<file path="config.mk">
export PLATFORM = sky130hd
export DESIGN_NAME = alu_system_sequencer
export DESIGN_NICKNAME = d
export VERILOG_FILES = /design/src/rtl/alu_system_sequencer.sv
export SDC_FILE = /design/constraint.sdc
export NUM_CORES = 1
export LEC_CHECK = 0
export CORE_ASPECT_RATIO = 1.5
export CORE_MARGIN = 5
export CORE_UTILIZATION = 40
export DETAILED_ROUTE_END_ITERATION = 10
export PLACE_DENSITY = 0.95
export REMOVE_ABC_BUFFERS = 1
export SLEW_MARGIN = 40
export SYNTH_ARGS = -nofsm -noshare
export SYNTH_HDL_FRONTEND = slang
export SYNTH_SLANG_ARGS = --single-unit
</file>
<file path="constraint.sdc">
create_clock -name clock -period 5.4 [get_ports clock]
set_input_delay 1.08 -clock clock [delete_from_list [all_inputs] [get_ports clock]]
set_output_delay 1.08 -clock clock [all_outputs]
set_load 0.05 [all_outputs]
</file>
<file path="src/rtl/alu_system_sequencer.sv">
// -----------------------------------------------------------------------------
// alu_system_sequencer
//
// Hardwired fetch/decode/execute controller for alu_system. It fetches a
// 16-bit instruction as two bytes (low byte first) from memory into the
// instruction register. It waits one decode cycle so that IROut settles. It
// then issues a single execute cycle. All datapath select/enable words are
// produced here.
//
// Every instruction takes four cycles: F0, F1, DEC, EX. IDLE and HALT wait
// for start.
//
// Ports
//   clock        in   1   system clock, rising edge
//   reset        in   1   synchronous, active-high; wins over everything
//   start        in   1   leave IDLE/HALT and begin fetching
//   IROut        in  16   instruction register contents
//   flags        in   8   ALU flags, flags[7] = Z
//   RegSel_rf    out  4   RF one-hot load enable (bit3 = R1 ... bit0 = R4)
//   FunSel3      out  3   RF function (010 load, 000 hold)
//   OutASel      out  3   RF read select A
//   OutBSel      out  3   RF read select B
//   MuxASel      out  2   RF input mux (11 = IR low byte)
//   MuxBSel      out  2   ARF input mux (11 = IR low byte)
//   MuxCSel      out  2   ALU byte routed to memory
//   MuxDSel      out  1   ALU A input (0 = RF OutA)
//   FunSel5      out  5   ALU function
//   RegSel_arf   out  3   ARF one-hot load enable
//   FunSel2_arf  out  2   ARF function (01 inc, 10 load, 00 hold)
//   OutDSel      out  2   memory address source (00 PC, 01 AR)
//   LH           out  1   IR half select (0 = low byte)
//   write        out  1   IR write enable
//   CS           out  1   memory chip select, active-low
//   WR           out  1   memory write (1 = write)
//   busy         out  1   high in F0/F1/DEC/EX
//   halted       out  1   high in HALT
//   instr_count  out 16   retired instructions, wraps at 16'hFFFF
// -----------------------------------------------------------------------------
module alu_system_sequencer #(
    parameter logic [2:0] PC_SEL     = 3'b100,
    parameter logic [4:0] ALU_PASS_A = 5'b10000
) (
    input  logic        clock,
    input  logic        reset,
    input  logic        start,
    input  logic [15:0] IROut,
    input  logic [7:0]  flags,
    output logic [3:0]  RegSel_rf,
    output logic [2:0]  FunSel3,
    output logic [2:0]  OutASel,
    output logic [2:0]  OutBSel,
    output logic [1:0]  MuxASel,
    output logic [1:0]  MuxBSel,
    output logic [1:0]  MuxCSel,
    output logic        MuxDSel,
    output logic [4:0]  FunSel5,
    output logic [2:0]  RegSel_arf,
    output logic [1:0]  FunSel2_arf,
    output logic [1:0]  OutDSel,
    output logic        LH,
    output logic        write,
    output logic        CS,
    output logic        WR,
    output logic        busy,
    output logic        halted,
    output logic [15:0] instr_count
);

    typedef enum logic [2:0] {
        ST_IDLE = 3'd0,
        ST_F0   = 3'd1,
        ST_F1   = 3'd2,
        ST_DEC  = 3'd3,
        ST_EX   = 3'd4,
        ST_HALT = 3'd5
    } state_t;

    localparam logic [3:0] OP_NOP  = 4'h0;
    localparam logic [3:0] OP_LDI  = 4'h1;
    localparam logic [3:0] OP_ALU  = 4'h2;
    localparam logic [3:0] OP_ST   = 4'h3;
    localparam logic [3:0] OP_JMP  = 4'h4;
    localparam logic [3:0] OP_BZ   = 4'h5;
    localparam logic [3:0] OP_HALT = 4'hF;

    state_t      r_state;
    logic [15:0] r_instr_count;
    logic        r_busy;
    logic        r_halted;

    logic [3:0]  w_op;
    logic [1:0]  w_rd;
    logic        w_zero;
    logic        w_unused_bits;

    assign w_op   = IROut[15:12];
    assign w_rd   = IROut[11:10];
    assign w_zero = flags[7];

    // IR bit 0 and the non-Z flags do not steer any control word
    assign w_unused_bits = ^{IROut[0], flags[6:0]};

    assign busy        = r_busy;
    assign halted      = r_halted;
    assign instr_count = r_instr_count;

    // Sequencer state, retired-instruction counter and registered status flags
    always_ff @(posedge clock) begin
        if (reset) begin
            r_state       <= ST_IDLE;
            r_instr_count <= 16'h0000;
            r_busy        <= 1'b0;
            r_halted      <= 1'b0;
        end else begin
            case (r_state)
                ST_IDLE, ST_HALT: begin
                    // start is only honoured while parked
                    if (start) begin
                        r_state  <= ST_F0;
                        r_busy   <= 1'b1;
                        r_halted <= 1'b0;
                    end else begin
                        r_state  <= r_state;
                    end
                end
                ST_F0: begin
                    r_state <= ST_F1;
                end
                ST_F1: begin
                    r_state <= ST_DEC;
                end
                ST_DEC: begin
                    r_state <= ST_EX;
                end
                ST_EX: begin
                    // HALT also retires, so the count includes it
                    r_instr_count <= r_instr_count + 16'h0001;
                    if (w_op == OP_HALT) begin
                        r_state  <= ST_HALT;
                        r_busy   <= 1'b0;
                        r_halted <= 1'b1;
                    end else begin
                        r_state  <= ST_F0;
                    end
                end
                default: begin
                    r_state  <= ST_IDLE;
                    r_busy   <= 1'b0;
                    r_halted <= 1'b0;
                end
            endcase
        end
    end

    // Control-word decode from the state register, IR contents and Z flag
    always_comb begin
        RegSel_rf   = 4'b0000;
        FunSel3     = 3'b000;
        OutASel     = 3'b000;
        OutBSel     = 3'b000;
        MuxASel     = 2'b00;
        MuxBSel     = 2'b00;
        MuxCSel     = 2'b00;
        MuxDSel     = 1'b0;
        FunSel5     = ALU_PASS_A;
        RegSel_arf  = 3'b000;
        FunSel2_arf = 2'b00;
        OutDSel     = 2'b00;
        LH          = 1'b0;
        write       = 1'b0;
        CS          = 1'b1;
        WR          = 1'b0;

        case (r_state)
            ST_F0, ST_F1: begin
                // Read the byte at PC into the selected IR half and bump PC.
                // The read is combinational, so the byte lands on this edge.
                CS          = 1'b0;
                WR          = 1'b0;
                OutDSel     = 2'b00;
                LH          = (r_state == ST_F1) ? 1'b1 : 1'b0;
                write       = 1'b1;
                RegSel_arf  = PC_SEL;
                FunSel2_arf = 2'b01;
            end
            ST_EX: begin
                case (w_op)
                    OP_LDI: begin
                        RegSel_rf = 4'b1000 >> w_rd;
                        FunSel3   = 3'b010;
                        MuxASel   = 2'b11;
                    end
                    OP_ALU: begin
                        OutASel   = IROut[6:4];
                        OutBSel   = IROut[3:1];
                        MuxDSel   = 1'b0;
                        FunSel5   = {2'b10, IROut[9:7]};
                        MuxASel   = 2'b00;
                        RegSel_rf = 4'b1000 >> w_rd;
                        FunSel3   = 3'b010;
                    end
                    OP_ST: begin
                        // Pass the register through the ALU and write its
                        // low byte to the address held in AR
                        OutASel = IROut[6:4];
                        FunSel5 = ALU_PASS_A;
                        MuxCSel = 2'b00;
                        OutDSel = 2'b01;
                        CS      = 1'b0;
                        WR      = 1'b1;
                    end
                    OP_JMP: begin
                        MuxBSel     = 2'b11;
                        RegSel_arf  = PC_SEL;
                        FunSel2_arf = 2'b10;
                    end
                    OP_BZ: begin
                        if (w_zero) begin
                            MuxBSel     = 2'b11;
                            RegSel_arf  = PC_SEL;
                            FunSel2_arf = 2'b10;
                        end else begin
                            RegSel_arf  = 3'b000;
                            FunSel2_arf = 2'b00;
                        end
                    end
                    OP_NOP, OP_HALT: begin
                        RegSel_rf = 4'b0000;
                    end
                    default: begin
                        RegSel_rf = 4'b0000;
                    end
                endcase
            end
            ST_IDLE, ST_DEC, ST_HALT: begin
                CS = 1'b1;
            end
            default: begin
                CS = 1'b1;
            end
        endcase
    end

endmodule
</file>
==> results by group <==
Status
  – Status: completed

Worst setup path
  – Delay-heaviest family, CP: buffers and inverters
  – WP buf/inv: 2
  – Critical R2R Launch: r_state[2]
  – Worst setup EP type: output pin
  – Worst path cell trace: clkdlybuf4s50_1 > nor2_1 > and3_1 > nor2b_1 > and2_1 > clkdlybuf4s50_1
  – WP data required: 4320 ps
  – CP startpoint: IROut[15]
  – Worst path max stage delay: 800 ps
  – Crit start category: input pin
  – Slowest-stage cell, CP: clkdlybuf4s50_1
  – Worst-path fanout max: 6
  – WS Path Type: input pin to output pin
  – Most used cell, CP: clkdlybuf4s50_1
  – Worst EP arrival: 3150 ps

Logic synthesis
  – Most frequent cell after synthesis: dfxtp_1
  – FFs w/ async S/R, synth: 0%
  – EDFF count, synth: 0
  – Synth area leaders: dfxtp_1 (32%), buf_4 (8.0%), xnor2_1 (6.0%), nor2_1 (5.4%), and2_1 (5.3%)
  – Adder-cell share of the synthesized area: 0.955%
  – Synth top cells by count: dfxtp_1 (21), nor2_1 (19), buf_4 (14)
  – Library cells used by synthesis: 43
  – Post-synthesis xor/xnor area fraction: 8.69%
  – Seq cells post-synth: 21
  – Top_reg_cell synth: dfxtp_1
  – Post-Syn Instances: 160
  – Avg Cell Area, Syn: 8.19 µm²
  – Post-synth top area share: 32.1%
  – Ys Warns: 0
  – Compound-gate portion of the synthesized area: 7.26%
  – Yosys top cell by area: dfxtp_1
  – Synth Area in Simple Gates: 37.6%
  – Largest family of logic cells by synthesized area: simple AND/OR/NAND/NOR gates
  – Post-synthesis mux area share: 1.91%
  – Netlist Area Pre-Place: 0.00131 mm²
  – Post-synthesis sequential area ratio: 32.1%

CTS
  – Number of CTS-inserted buffers: 3
  – Post-CTS Setup Bufs: 0
  – Clock sinks: 21
  – CTS tree: built
  – Clock tree buffer depth: 2
  – Cts hold-fix bufs: 0
  – Clk_lat worst skew: 260 ps
  – Clk slew on worst S/H paths: 70 ps
  – Root buffer cell: clkbuf_8
  – Resized cells post-CTS: 0
  – Max H-tree Level: 1

Global routing
  – Total congestion overflow: 0
  – Largest net degree at the start of global routing: 24
  – First-pass GRT wire length: 5.44 mm
  – Initial antenna violation count: 0
  – GR Util All Layers: 15.0%
  – Vias in the first global route: 1256

STA
  – Final setup vio count: 0
  – Fin crit share: 78.3%
  – Max_slew headroom: 57.6%
  – Tightest Pin Transition: 630 ps
  – Max Clk Rate: 0.236 GHz
  – Fin. Hold Viols: 0
  – Fin Setup TNS: 0 ps
  – Final Max Tran Viols: 0
  – Fin crit period: 4230 ps
  – RSZ-0062 raised after global routing: false
  – Skew final: 4.75 ps

Detailed routing
  – Vias: 1292
  – WL/cell: 12.8 µm
  – Routed wl met2: 1.61 mm
  – WL final: 3.29 mm
  – Vias/cell: 5.05
  – First-pass DRT Iterations: 4
  – Max Used Layer: met4
  – Remaining antenna violation count: 0
  – Met3 wire len: 491 µm
  – Number of remaining DRC errors: 0
  – DRT met1 WL: 1.16 mm
  – Initial DRC Count: 22

Pwr
  – PwrDens: 197 mW/mm²
  – Static leakage: 0.710 nW
  – Maximum vdd ir drop: 0.000166 V
  – Total chip power: 0.000379 W

Floorplanning
  – Row count: 25
  – Die height: 80.1 µm
  – Initial Util: 41.5%
  – IO Count: 81
  – Die Wd: 56.7 µm
  – Core ar.: 0.00316 mm²
  – Die ar.: 0.00454 mm²

Layout
  – Share of layout cells above drive strength 1: 6.94%
  – Nets: 245
  – # fillers: 272
  – ANT cells: 0
  – Area grow syn2layout: 46.9%
  – Register area: 420 µm²
  – Area occupied by multi-input gates: 777 µm²

Place
  – DP HPWL: 2.60 mm
  – PortBufs: 62
  – Gpl congestion: 0.710

Worst hold path
  – Hold Startpoint: halted
  – HP Class: flip-flop to flip-flop

Flow run
  – Max cap viols: 0
metal layers:
metal	track usage (%)	vias to the layer above
met4	4.99	0
met5	0	-
met2	27.8	69
met1	13.8	586
li1	-	633
met3	7.88	4
worst reg2reg max path, stage by stage, from the launching register on:
cell,delay [ps]
dfxtp_1,580
or3b_4,470
nor4_4,410
nand3_2,130
mux2_4,300
sequential cells by signal, indices dropped and copies added (netlist names):
name and count:
instr_count 16, r_state 3, busy 1, halted 1
power breakdown:
| group | switching [W] | total (W) | internal (W) |
|---|---|---|---|
| sequential | 0.00000700 | 0.000165 | 0.000158 |
| combinational | 0.0000730 | 0.000113 | 0.0000401 |
| clock | 0.0000495 | 0.000101 | 0.0000513 |
| total | 0.000130 | 0.000379 | 0.000250 |
cells by family (layout without fill, tap and decap cells):
family / Yosys count / count (layout)
other: 2 / 10
AOI/OAI and AO/OA: 17 / 17
DFF: 21 / 21
xor gates and xnor gates: 13 / 13
buffers and inverters: 22 / 70
and+or+nand+nor: 82 / 82
muxes: 2 / 2
adders and majority gates: 1 / 1
cell type report:
cell class                 count  area share (%)
inverter                       4           0.780
tap                           40            2.60
timing repair buffer          62            32.0
sequential                    21            21.8
clock buffer                   3            2.15
clock inverter                 1           0.260
multi-input combinational    125            40.4
path summary, 6_finish.rpt:
path,to,slack (ps),cells after the start
setup / recovery,OutBSel[0],1170,6
hold / removal,halted,460,2
setup reg to reg,instr_count[15],3400,4
hold reg to reg,halted,460,2
through the flow:
step	hold WS, ps	instances	cell area [µm²]	utilization (%)	setup slack (ps)
floorplan	555	150	1210	-	1370
global placement	445	252	1880	59.6	1160
detailed placement	459	252	1880	59.6	1150
CTS	470	256	1930	61.1	1150
global route	484	256	1920	60.9	1000
finish	462	256	1920	60.9	1170
cells in the final DEF (no fill, tap or decap), types with 5 or more instances in the layout:
| master | count |
|---|---|
| xnor2_1 | 9 |
| dfxtp_1 | 21 |
| nor2_1 | 19 |
| and3_1 | 6 |
| nor3_1 | 5 |
| o21ai_0 | 5 |
| clkdlybuf4s50_1 | 61 |
| nand2_1 | 10 |
| a21oi_1 | 8 |
| conb_1 | 10 |
| and2_1 | 11 |
Note: power is estimated with default switching activity, not from simulation.
